==> src/rtl/dm_port_arbiter_if.sv <==
// Data-memory port bundle: M-stage side, DMA side and the memory itself.
// slave is the arbiter's view, master is the surrounding system's view.
interface dm_port_arbiter_if;
    logic        cpu_req;
    logic        cpu_we;
    logic [31:0] cpu_addr;
    logic [31:0] cpu_wd;
    logic [31:0] cpu_rd;
    logic        cpu_stall;

    logic        dma_req;
    logic        dma_we;
    logic [31:0] dma_addr;
    logic [4:0]  dma_len;
    logic [31:0] dma_wd;
    logic        dma_gnt;
    logic        dma_rvalid;
    logic [31:0] dma_rd;
    logic        dma_done;

    logic        mem_we;
    logic [31:0] mem_addr;
    logic [31:0] mem_wd;
    logic [31:0] mem_rd;

    modport slave (
        input  cpu_req, cpu_we, cpu_addr, cpu_wd,
        output cpu_rd, cpu_stall,
        input  dma_req, dma_we, dma_addr, dma_len, dma_wd,
        output dma_gnt, dma_rvalid, dma_rd, dma_done,
        output mem_we, mem_addr, mem_wd,
        input  mem_rd
    );

    modport master (
        output cpu_req, cpu_we, cpu_addr, cpu_wd,
        input  cpu_rd, cpu_stall,
        output dma_req, dma_we, dma_addr, dma_len, dma_wd,
        input  dma_gnt, dma_rvalid, dma_rd, dma_done,
        input  mem_we, mem_addr, mem_wd,
        output mem_rd
    );
endinterface

==> src/rtl/dm_port_arbiter.sv <==
// Shares the single data-memory port between the M stage and a DMA
// engine: CPU first, DMA in bursts when idle or after starvation.
module dm_port_arbiter #(
    parameter int STARVE_LIMIT = 8,
    parameter int MAX_BURST    = 16
) (
    input  logic             clk,
    input  logic             reset,
    dm_port_arbiter_if.slave bus
);
    localparam logic [0:0] S_CPU = 1'b0;
    localparam logic [0:0] S_DMA = 1'b1;
    localparam logic [7:0] STARVE_LAST = 8'(STARVE_LIMIT - 1);
    localparam logic [4:0] BURST_MAX   = 5'(MAX_BURST);

    logic [0:0]  state_q, state_d;
    logic [7:0]  starve_cnt_q, starve_cnt_d;
    logic [4:0]  beat_cnt_q, beat_cnt_d;
    logic [4:0]  len_q, len_d;
    logic [31:0] base_q, base_d;
    logic        done_q, done_d;

    logic [4:0]  clamp_len;
    logic        in_dma;
    logic        last_beat;
    logic        grant;
    logic        unused_addr_bits;

    assign in_dma    = (state_q == S_DMA);
    assign last_beat = (beat_cnt_q == len_q - 5'd1);
    assign grant     = bus.dma_req &
                       (!bus.cpu_req || starve_cnt_q == STARVE_LAST);

    assign unused_addr_bits = ^{bus.cpu_addr[1:0], bus.dma_addr[1:0]};

    always_comb begin
        if (bus.dma_len == 5'd0)
            clamp_len = 5'd1;
        else if (bus.dma_len > BURST_MAX)
            clamp_len = BURST_MAX;
        else
            clamp_len = bus.dma_len;
    end

    always_comb begin
        state_d      = state_q;
        starve_cnt_d = starve_cnt_q;
        beat_cnt_d   = beat_cnt_q;
        len_d        = len_q;
        base_d       = base_q;
        done_d       = 1'b0;
        unique case (state_q)
            S_CPU: begin
                if (!bus.dma_req)
                    starve_cnt_d = '0;
                else if (bus.cpu_req && starve_cnt_q != 8'hFF)
                    starve_cnt_d = starve_cnt_q + 8'd1;
                if (grant) begin
                    state_d      = S_DMA;
                    base_d       = {bus.dma_addr[31:2], 2'b00};
                    len_d        = clamp_len;
                    beat_cnt_d   = '0;
                    starve_cnt_d = '0;
                end
            end
            S_DMA: begin
                // a dropped request aborts the burst without a done pulse
                if (!bus.dma_req) begin
                    state_d = S_CPU;
                end else begin
                    beat_cnt_d = beat_cnt_q + 5'd1;
                    if (last_beat) begin
                        state_d = S_CPU;
                        done_d  = 1'b1;
                    end
                end
            end
            default: state_d = S_CPU;
        endcase
    end

    always_ff @(posedge clk) begin
        if (reset) begin
            state_q      <= S_CPU;
            starve_cnt_q <= '0;
            beat_cnt_q   <= '0;
            len_q        <= '0;
            base_q       <= '0;
            done_q       <= 1'b0;
        end else begin
            state_q      <= state_d;
            starve_cnt_q <= starve_cnt_d;
            beat_cnt_q   <= beat_cnt_d;
            len_q        <= len_d;
            base_q       <= base_d;
            done_q       <= done_d;
        end
    end

    always_comb begin
        bus.mem_addr   = {bus.cpu_addr[31:2], 2'b00};
        bus.mem_wd     = bus.cpu_wd;
        bus.mem_we     = bus.cpu_req & bus.cpu_we;
        bus.cpu_stall  = 1'b0;
        bus.dma_gnt    = 1'b0;
        bus.dma_rvalid = 1'b0;
        if (in_dma) begin
            bus.mem_addr   = base_q + {25'd0, beat_cnt_q, 2'b00};
            bus.mem_wd     = bus.dma_wd;
            bus.mem_we     = bus.dma_req & bus.dma_we;
            bus.cpu_stall  = bus.cpu_req;
            bus.dma_gnt    = 1'b1;
            bus.dma_rvalid = bus.dma_req & !bus.dma_we;
        end
    end

    assign bus.cpu_rd   = bus.mem_rd;
    assign bus.dma_rd   = bus.mem_rd;
    assign bus.dma_done = done_q;
endmodule

==> src/flat_wrapper.sv <==
// flat-port wrapper written by rule: the top's interface ports become plain ports
module dm_port_arbiter_flat 
#(
    parameter int STARVE_LIMIT = 8,
    parameter int MAX_BURST    = 16
)
  (clk, reset, bus_cpu_req, bus_cpu_we, bus_cpu_addr, bus_cpu_wd, bus_cpu_rd, bus_cpu_stall, bus_dma_req, bus_dma_we, bus_dma_addr, bus_dma_len, bus_dma_wd, bus_dma_gnt, bus_dma_rvalid, bus_dma_rd, bus_dma_done, bus_mem_we, bus_mem_addr, bus_mem_wd, bus_mem_rd);
  dm_port_arbiter_if bus_i ();
  input  logic clk;
  input  logic reset;
  input wire logic [$bits(bus_i.cpu_req)-1:0] bus_cpu_req;
  input wire logic [$bits(bus_i.cpu_we)-1:0] bus_cpu_we;
  input wire logic [$bits(bus_i.cpu_addr)-1:0] bus_cpu_addr;
  input wire logic [$bits(bus_i.cpu_wd)-1:0] bus_cpu_wd;
  output wire logic [$bits(bus_i.cpu_rd)-1:0] bus_cpu_rd;
  output wire logic [$bits(bus_i.cpu_stall)-1:0] bus_cpu_stall;
  input wire logic [$bits(bus_i.dma_req)-1:0] bus_dma_req;
  input wire logic [$bits(bus_i.dma_we)-1:0] bus_dma_we;
  input wire logic [$bits(bus_i.dma_addr)-1:0] bus_dma_addr;
  input wire logic [$bits(bus_i.dma_len)-1:0] bus_dma_len;
  input wire logic [$bits(bus_i.dma_wd)-1:0] bus_dma_wd;
  output wire logic [$bits(bus_i.dma_gnt)-1:0] bus_dma_gnt;
  output wire logic [$bits(bus_i.dma_rvalid)-1:0] bus_dma_rvalid;
  output wire logic [$bits(bus_i.dma_rd)-1:0] bus_dma_rd;
  output wire logic [$bits(bus_i.dma_done)-1:0] bus_dma_done;
  output wire logic [$bits(bus_i.mem_we)-1:0] bus_mem_we;
  output wire logic [$bits(bus_i.mem_addr)-1:0] bus_mem_addr;
  output wire logic [$bits(bus_i.mem_wd)-1:0] bus_mem_wd;
  input wire logic [$bits(bus_i.mem_rd)-1:0] bus_mem_rd;
  assign bus_i.cpu_req = bus_cpu_req;
  assign bus_i.cpu_we = bus_cpu_we;
  assign bus_i.cpu_addr = bus_cpu_addr;
  assign bus_i.cpu_wd = bus_cpu_wd;
  assign bus_cpu_rd = bus_i.cpu_rd;
  assign bus_cpu_stall = bus_i.cpu_stall;
  assign bus_i.dma_req = bus_dma_req;
  assign bus_i.dma_we = bus_dma_we;
  assign bus_i.dma_addr = bus_dma_addr;
  assign bus_i.dma_len = bus_dma_len;
  assign bus_i.dma_wd = bus_dma_wd;
  assign bus_dma_gnt = bus_i.dma_gnt;
  assign bus_dma_rvalid = bus_i.dma_rvalid;
  assign bus_dma_rd = bus_i.dma_rd;
  assign bus_dma_done = bus_i.dma_done;
  assign bus_mem_we = bus_i.mem_we;
  assign bus_mem_addr = bus_i.mem_addr;
  assign bus_mem_wd = bus_i.mem_wd;
  assign bus_i.mem_rd = bus_mem_rd;
  dm_port_arbiter #(.STARVE_LIMIT(STARVE_LIMIT), .MAX_BURST(MAX_BURST)) u_core (.clk(clk), .reset(reset), .bus(bus_i));
endmodule
==> config.mk <==
export PLATFORM = sky130hd
export DESIGN_NAME = dm_port_arbiter_flat
export DESIGN_NICKNAME = d
export VERILOG_FILES = /design/src/rtl/dm_port_arbiter_if.sv /design/src/rtl/dm_port_arbiter.sv /design/src/flat_wrapper.sv
export SDC_FILE = /design/constraint.sdc
export NUM_CORES = 1
export LEC_CHECK = 0
export ABC_AREA = 1
export BUFFER_PORTS_ARGS = -buffer_cell sky130_fd_sc_hd__buf_2
export CAP_MARGIN = 20
export CORE_ASPECT_RATIO = 0.6
export CORE_MARGIN = 3
export CORE_UTILIZATION = 40
export CTS_BUF_LIST = sky130_fd_sc_hd__clkbuf_8
export DETAILED_ROUTE_END_ITERATION = 7
export HOLD_SLACK_MARGIN = 0.08
export PLACE_DENSITY = 0.8
export SETUP_SLACK_MARGIN = 0.3
export SYNTH_ARGS = -nofsm -noshare
export SYNTH_HDL_FRONTEND = slang
export SYNTH_SLANG_ARGS = --single-unit
==> constraint.sdc <==
create_clock -name clk -period 1.95 [get_ports clk]
set_input_delay 0.195 -clock clk [delete_from_list [all_inputs] [get_ports clk]]
set_output_delay 0.195 -clock clk [all_outputs]
set_load 0.01 [all_outputs]
Word-level counts from Yosys, hierarchy flattened --
Index checks and enable logic that the tools add are counted. W data, S select, Z words.
Storage, ports and cells: latch bits 0, RAM bits 0, memories kept 0, output and inout bits 133, input port bits 171, ROM bits 0, logic and storage cells 51, register bits after elaboration 50
Operators by class: magnitude comparators 1, multipliers 0, multiplexer cells 19, shift operators 0, reduce and logical (&&, ||, !) cells 9, equal/unequal tests 6, bitwise operators 6, $add $sub $neg 4, div/mod/pow operators 0
Operator list (count):
- $mux W32 | 2
- $add A32 B7 Y32 | 1
- $mux W8 | 3
- $mux W5 | 4
- $pmux W5 S2 | 1
- $add A8 B1 Y8 const B | 1
- $eq A8 B3 Y1 const B | 1
- $mux W1 | 8
- $ne A8 B8 Y1 const B | 1
- $reduce_and A2 Y1 | 3
- $add A5 B1 Y5 const B | 1
- $eq A5 B5 Y1 | 1
- $gt A5 B5 Y1 const B | 1
- $logic_not A5 Y1 | 1
- $sub A5 B1 Y5 const B | 1
- $and A1 B1 Y1 | 4
- $ne A3 B1 Y1 const B | 1
- $reduce_or A3 Y1 | 1
- $logic_not A1 Y1 | 2
- $ne A2 B1 Y1 const B | 1
- $ne A2 B2 Y1 const B | 1
- $not A1 Y1 | 2
- $pmux W1 S2 | 1
- $logic_and A1 B1 Y1 | 1
- $logic_or A1 B1 Y1 | 1

Logic depth before layout (Yosys ltp) --
word-level depth 5, mapped depth 12, mapped depth without buffers 12

Worst setup path before layout --
OpenSTA, ideal clock, no wires.
path type register -> output, start reg u_core.beat_cnt_q[0], end out bus_mem_addr[10], path buffers 0, arrival time 1.691 ns, stages on the path, launching flop included 9, slack 0.064 ns, required time 1.755 ns, path through dfxtp_1 > ha_1 > fa_1 > nand2_1 > nand2_1 > nand3_1 > nand2_1 > xnor2_1 > o21ai_0
On the way: cells in the longest elaborated chain, start to end 2
Ends and longest elaborated chain:
- from (decl) | RTL line dm_port_arbiter.sv:18 | logic [4:0] beat_cnt_q, beat_cnt_d;
- from (signal assigned) | RTL line dm_port_arbiter.sv:93 | beat_cnt_q <= beat_cnt_d;
- $add A32 B7 Y32 | RTL line dm_port_arbiter.sv:108 | bus.mem_addr = base_q + {25'd0, beat_cnt_q, 2'b00};
- $mux W32 | RTL line dm_port_arbiter.sv:107 | if (in_dma) begin
- to (decl) | RTL line flat_wrapper.sv:27 | output wire logic [$bits(bus_i.mem_addr)-1:0] bus_mem_addr;
Every way passes these cells.

Final worst setup path --
start reg u_core.beat_cnt_q[0], end out bus_mem_addr[28]
The elaborated chain is that of the path after synthesis.

==> run_results.csv <==
group,metric,value,unit
cts,ctsHoldBuffers,0,
worst_setup_path,cp.buffers_inverters,2,
floorplan,die_x,145,µm
place,dpl.hpwl,13200,µm
floorplan,die_area,13000,µm²
yosys,yosys_warnings,0,
sta,fmax,452,MHz
power,p_leak,3.04,nW
yosys,async_flop_share,0,%
drt,drtIter0Drc,462,
global_routing,grt_first_pass_wirelength,25600,µm
final_layout,post_route_cells_drive_above_1_share,39.5,%
cts,clockBufferDepth,2,
global_routing,grt_pass1_vias,4914,
power,irDropWorstVdd,0.270,mV
final_layout,fin_nets,1139,
cts,numCtsBuffers,5,
worst_setup_path,cp-start-kind,"flop",
global_routing,grt_max_degree,36,
worst_setup_path,crit_top_cell,"nand2_1",
drt,wl_per_cell,15.7,µm
sta,fin_worst_skew,0.00907,ns
sta,rsz0062_at_grt,"yes",
cts,cts_sinks,50,
worst_setup_path,cp_max_fo,5,
global_routing,grt_overflow,0,
cts,cts_tree,"done",
power,cellPowerDensity,404,nW/µm²
sta,hold_viol,0,
floorplan,rows,29,
worst_setup_path,reg2reg_slack,0.36,ns
drt,first_pass_iters,5,
yosys,synth-main-ff-cell,"dfxtp_1",
global_routing,grtUsageTotal,24.2,%
sta,setup_viol,27,
worst_setup_path,worstPathArrival,2.02,ns
worst_setup_path,cp.required,1.75,ns
final_layout,antenna_cells,0,
place,gp_congestion,0.990,
status,violations,"setup timing",
place,pre_cts_ws,0.0120,ns
drt,vias_per_cell,5.09,
final_layout,utilization,57.7,%
drt,vias,5671,
sta,drv_slew,0,
floorplan,initial_core_util,42.5,%
floorplan,die_height,89.6,µm
floorplan,core,11000,µm²
worst_setup_path,crit_slowest_cell,"fa_2",
flow_run,maxCapViolations,0,
drt,finalWirelength,17500,µm
worst_setup_path,worstSetupPathType,"reg2out",
cts,cts_root_buffer,"clkbuf_8",
cts,htreeDepth,2,
yosys,yosysSeqAreaShare,21.5,%
worst_setup_path,critPathMaxStageDelay,0.38,ns
yosys,syn_inst,803,
final_layout,area_growth_syn_to_layout,35.7,%
yosys,synth_edf_count,0,
yosys,synth-seq-cells,50,
yosys,synth_area,4660,µm²
drt,drc,0,
yosys,yosysUniqueCellTypes,39,
cts,clk_pin_slew,0.10,ns
worst_setup_path,critical_path.cell_chain,"ha_4 > fa_2 > buf_4 > nand3_2 > nand2_4 > nand2_1 > nand2_1 > nand2_1 > nand2_1 > nand2_1 > buf_2",
min_path,hold_class,"in2reg",
sta,worst_slack,-0.261,ns
yosys,syn_avg_cell_area,5.80,µm²
global_routing,antenna_found_initial,2,
sta,finalCritPeriodShare,113,%
drt,ant_nets,0,
worst_setup_path,crit_family,"adder cells",
worst_setup_path,crit_path_end_kind,"output pin",
sta,finalCriticalPeriod,2.21,ns
floorplan,num_io_pins,304,
status,status,"finished, violations left",
place,portBuffers,201,
cts,insertion_delay,0.30,ns
synthesized netlist by cell type, types with 2 or more instances:
| master | instances | area (µm²) |
|---|---|---|
| o21bai_1 | 2 | 15.0 |
| nand4_1 | 12 | 75.1 |
| inv_2 | 2 | 7.51 |
| or2_2 | 4 | 25.0 |
| buf_4 | 69 | 518 |
| o21ai_1 | 3 | 15.0 |
| inv_1 | 49 | 184 |
| xnor2_1 | 5 | 43.8 |
| clkbuf_1 | 14 | 52.6 |
| nand3_1 | 52 | 260 |
| nor3_1 | 3 | 15.0 |
| nand2_1 | 352 | 1320 |
| buf_2 | 4 | 20.0 |
| a21oi_1 | 42 | 210 |
| dfxtp_1 | 50 | 1000 |
| xor2_1 | 5 | 43.8 |
| nor2_4 | 3 | 33.8 |
| buf_6 | 6 | 67.6 |
| o21ai_0 | 14 | 70.1 |
| nor2_1 | 61 | 229 |
| a21oi_2 | 6 | 52.6 |
| nand3b_1 | 6 | 45.0 |
| ha_1 | 8 | 100 |
| nand2_2 | 11 | 68.8 |
| and2_1 | 2 | 12.5 |
| a31oi_1 | 5 | 31.3 |
what timing repair did:
item,4_1_cts,5_1_grt
pin swaps,37,41
setup buffers,6,9
setup endpoints to repair,96,79
gates cloned,2,2
resized for setup,72,61
per-layer routing:
layer / track usage, % / vias up / share of wire [%]
met5: 0 / - / 0.19
met4: 3.53 / 4 / 0.98
met3: 6.92 / 24 / 12
met2: 35.9 / 331 / 43
met1: 35.6 / 2524 / 44
li1: - / 2788 / -
cell families after synthesis:
group                    Yosys count  share of synthesized area [%]
buffers and inverters            145                           18.3
AO/OA/AOI/OAI                     77                           9.53
XOR/XNOR                          10                           1.88
flip-flops                        50                           21.5
adder cells (fa/ha/maj)            9                           2.58
other                              1                         0.0805
AND/OR/NAND/NOR                  511                           46.1
power breakdown:
group | switching [mW] | internal (mW)
registers | 0.0640 | 1.05
clock network | 0.376 | 0.269
logic | 0.430 | 0.359
flip-flops by register name, indices dropped and copies added (netlist names):
register	flops
u_core.beat_cnt_q	5
u_core.starve_cnt_q	8
u_core.bus.dma_done	1
u_core.len_q	5
u_core.in_dma	1
u_core.base_q	30
through the flow:
| stage | TNS [ns] | hold slack, ns | instance area (µm²) | std cells | power (mW) |
|---|---|---|---|---|---|
| finish | -4.21 | 0.116 | 6320 | 1115 | 2.55 |
| global route | -6.77 | 0.105 | 6320 | 1115 | 2.69 |
| CTS | -2.79 | 0.117 | 5960 | 1104 | 2.51 |
| detailed placement | 0 | 0.390 | 5510 | 1088 | 1.84 |
| global placement | 0 | 0.390 | 5510 | 1088 | 1.83 |
| floorplan | 0 | 0.338 | 4750 | 804 | 1.63 |
cell usage in the layout (no fill, tap or decap), types with 3 or more instances in the layout:
cell      count
nand3b_1      6
nand3_2      11
buf_6        12
o21ai_2       3
nand2_4      14
o21ai_1       7
inv_1        45
nor2_4        5
o21ai_0       5
dfxtp_1      26
nand3_4       3
dfxtp_4       7
o21ai_4       4
nor2_2        5
a21oi_2       6
nand2_2      27
xnor2_1       4
buf_2       194
xor2_1        5
a21oi_1      42
a31oi_2       3
nand4_1      12
dfxtp_2      17
buf_12        6
nor2_1       55
buf_4        25
nand3_1      39
inv_2         5
clkbuf_8      5
ha_4          7
nand2_1     322
path summary, 6_finish.rpt:
kind                                           to                    from  cells after the start
worst max-delay path             bus_mem_addr[28]    u_core.beat_cnt_q[0]                     11
worst min-delay path            u_core.base_q[15]        bus_dma_addr[15]                      3
worst max register to register    u_core.len_q[1]  u_core.starve_cnt_q[0]                      8
worst min register to register    u_core.len_q[1]         u_core.len_q[1]                      2
tightest hold or removal path: cells and delay by family:
| family | cells | cell delay (ns) |
|---|---|---|
| buffers and inverters | 1 | 0.09 |
| and+or+nand+nor | 1 | 0.05 |
| AOI/OAI and AO/OA | 1 | 0.05 |
layout make-up:
| cell class | count | area (µm²) |
|---|---|---|
| fillers | 1114 | 4640 |
| multi-input cells | 610 | 3270 |
| repair buffers | 241 | 1510 |
| flip-flops and latches | 50 | 1050 |
| inverters | 51 | 196 |
| well taps | 155 | 194 |
| clock buffers | 5 | 68.8 |
| clock inverters | 3 | 28.8 |
No activity file was read; power rests on OpenSTA's default activity.
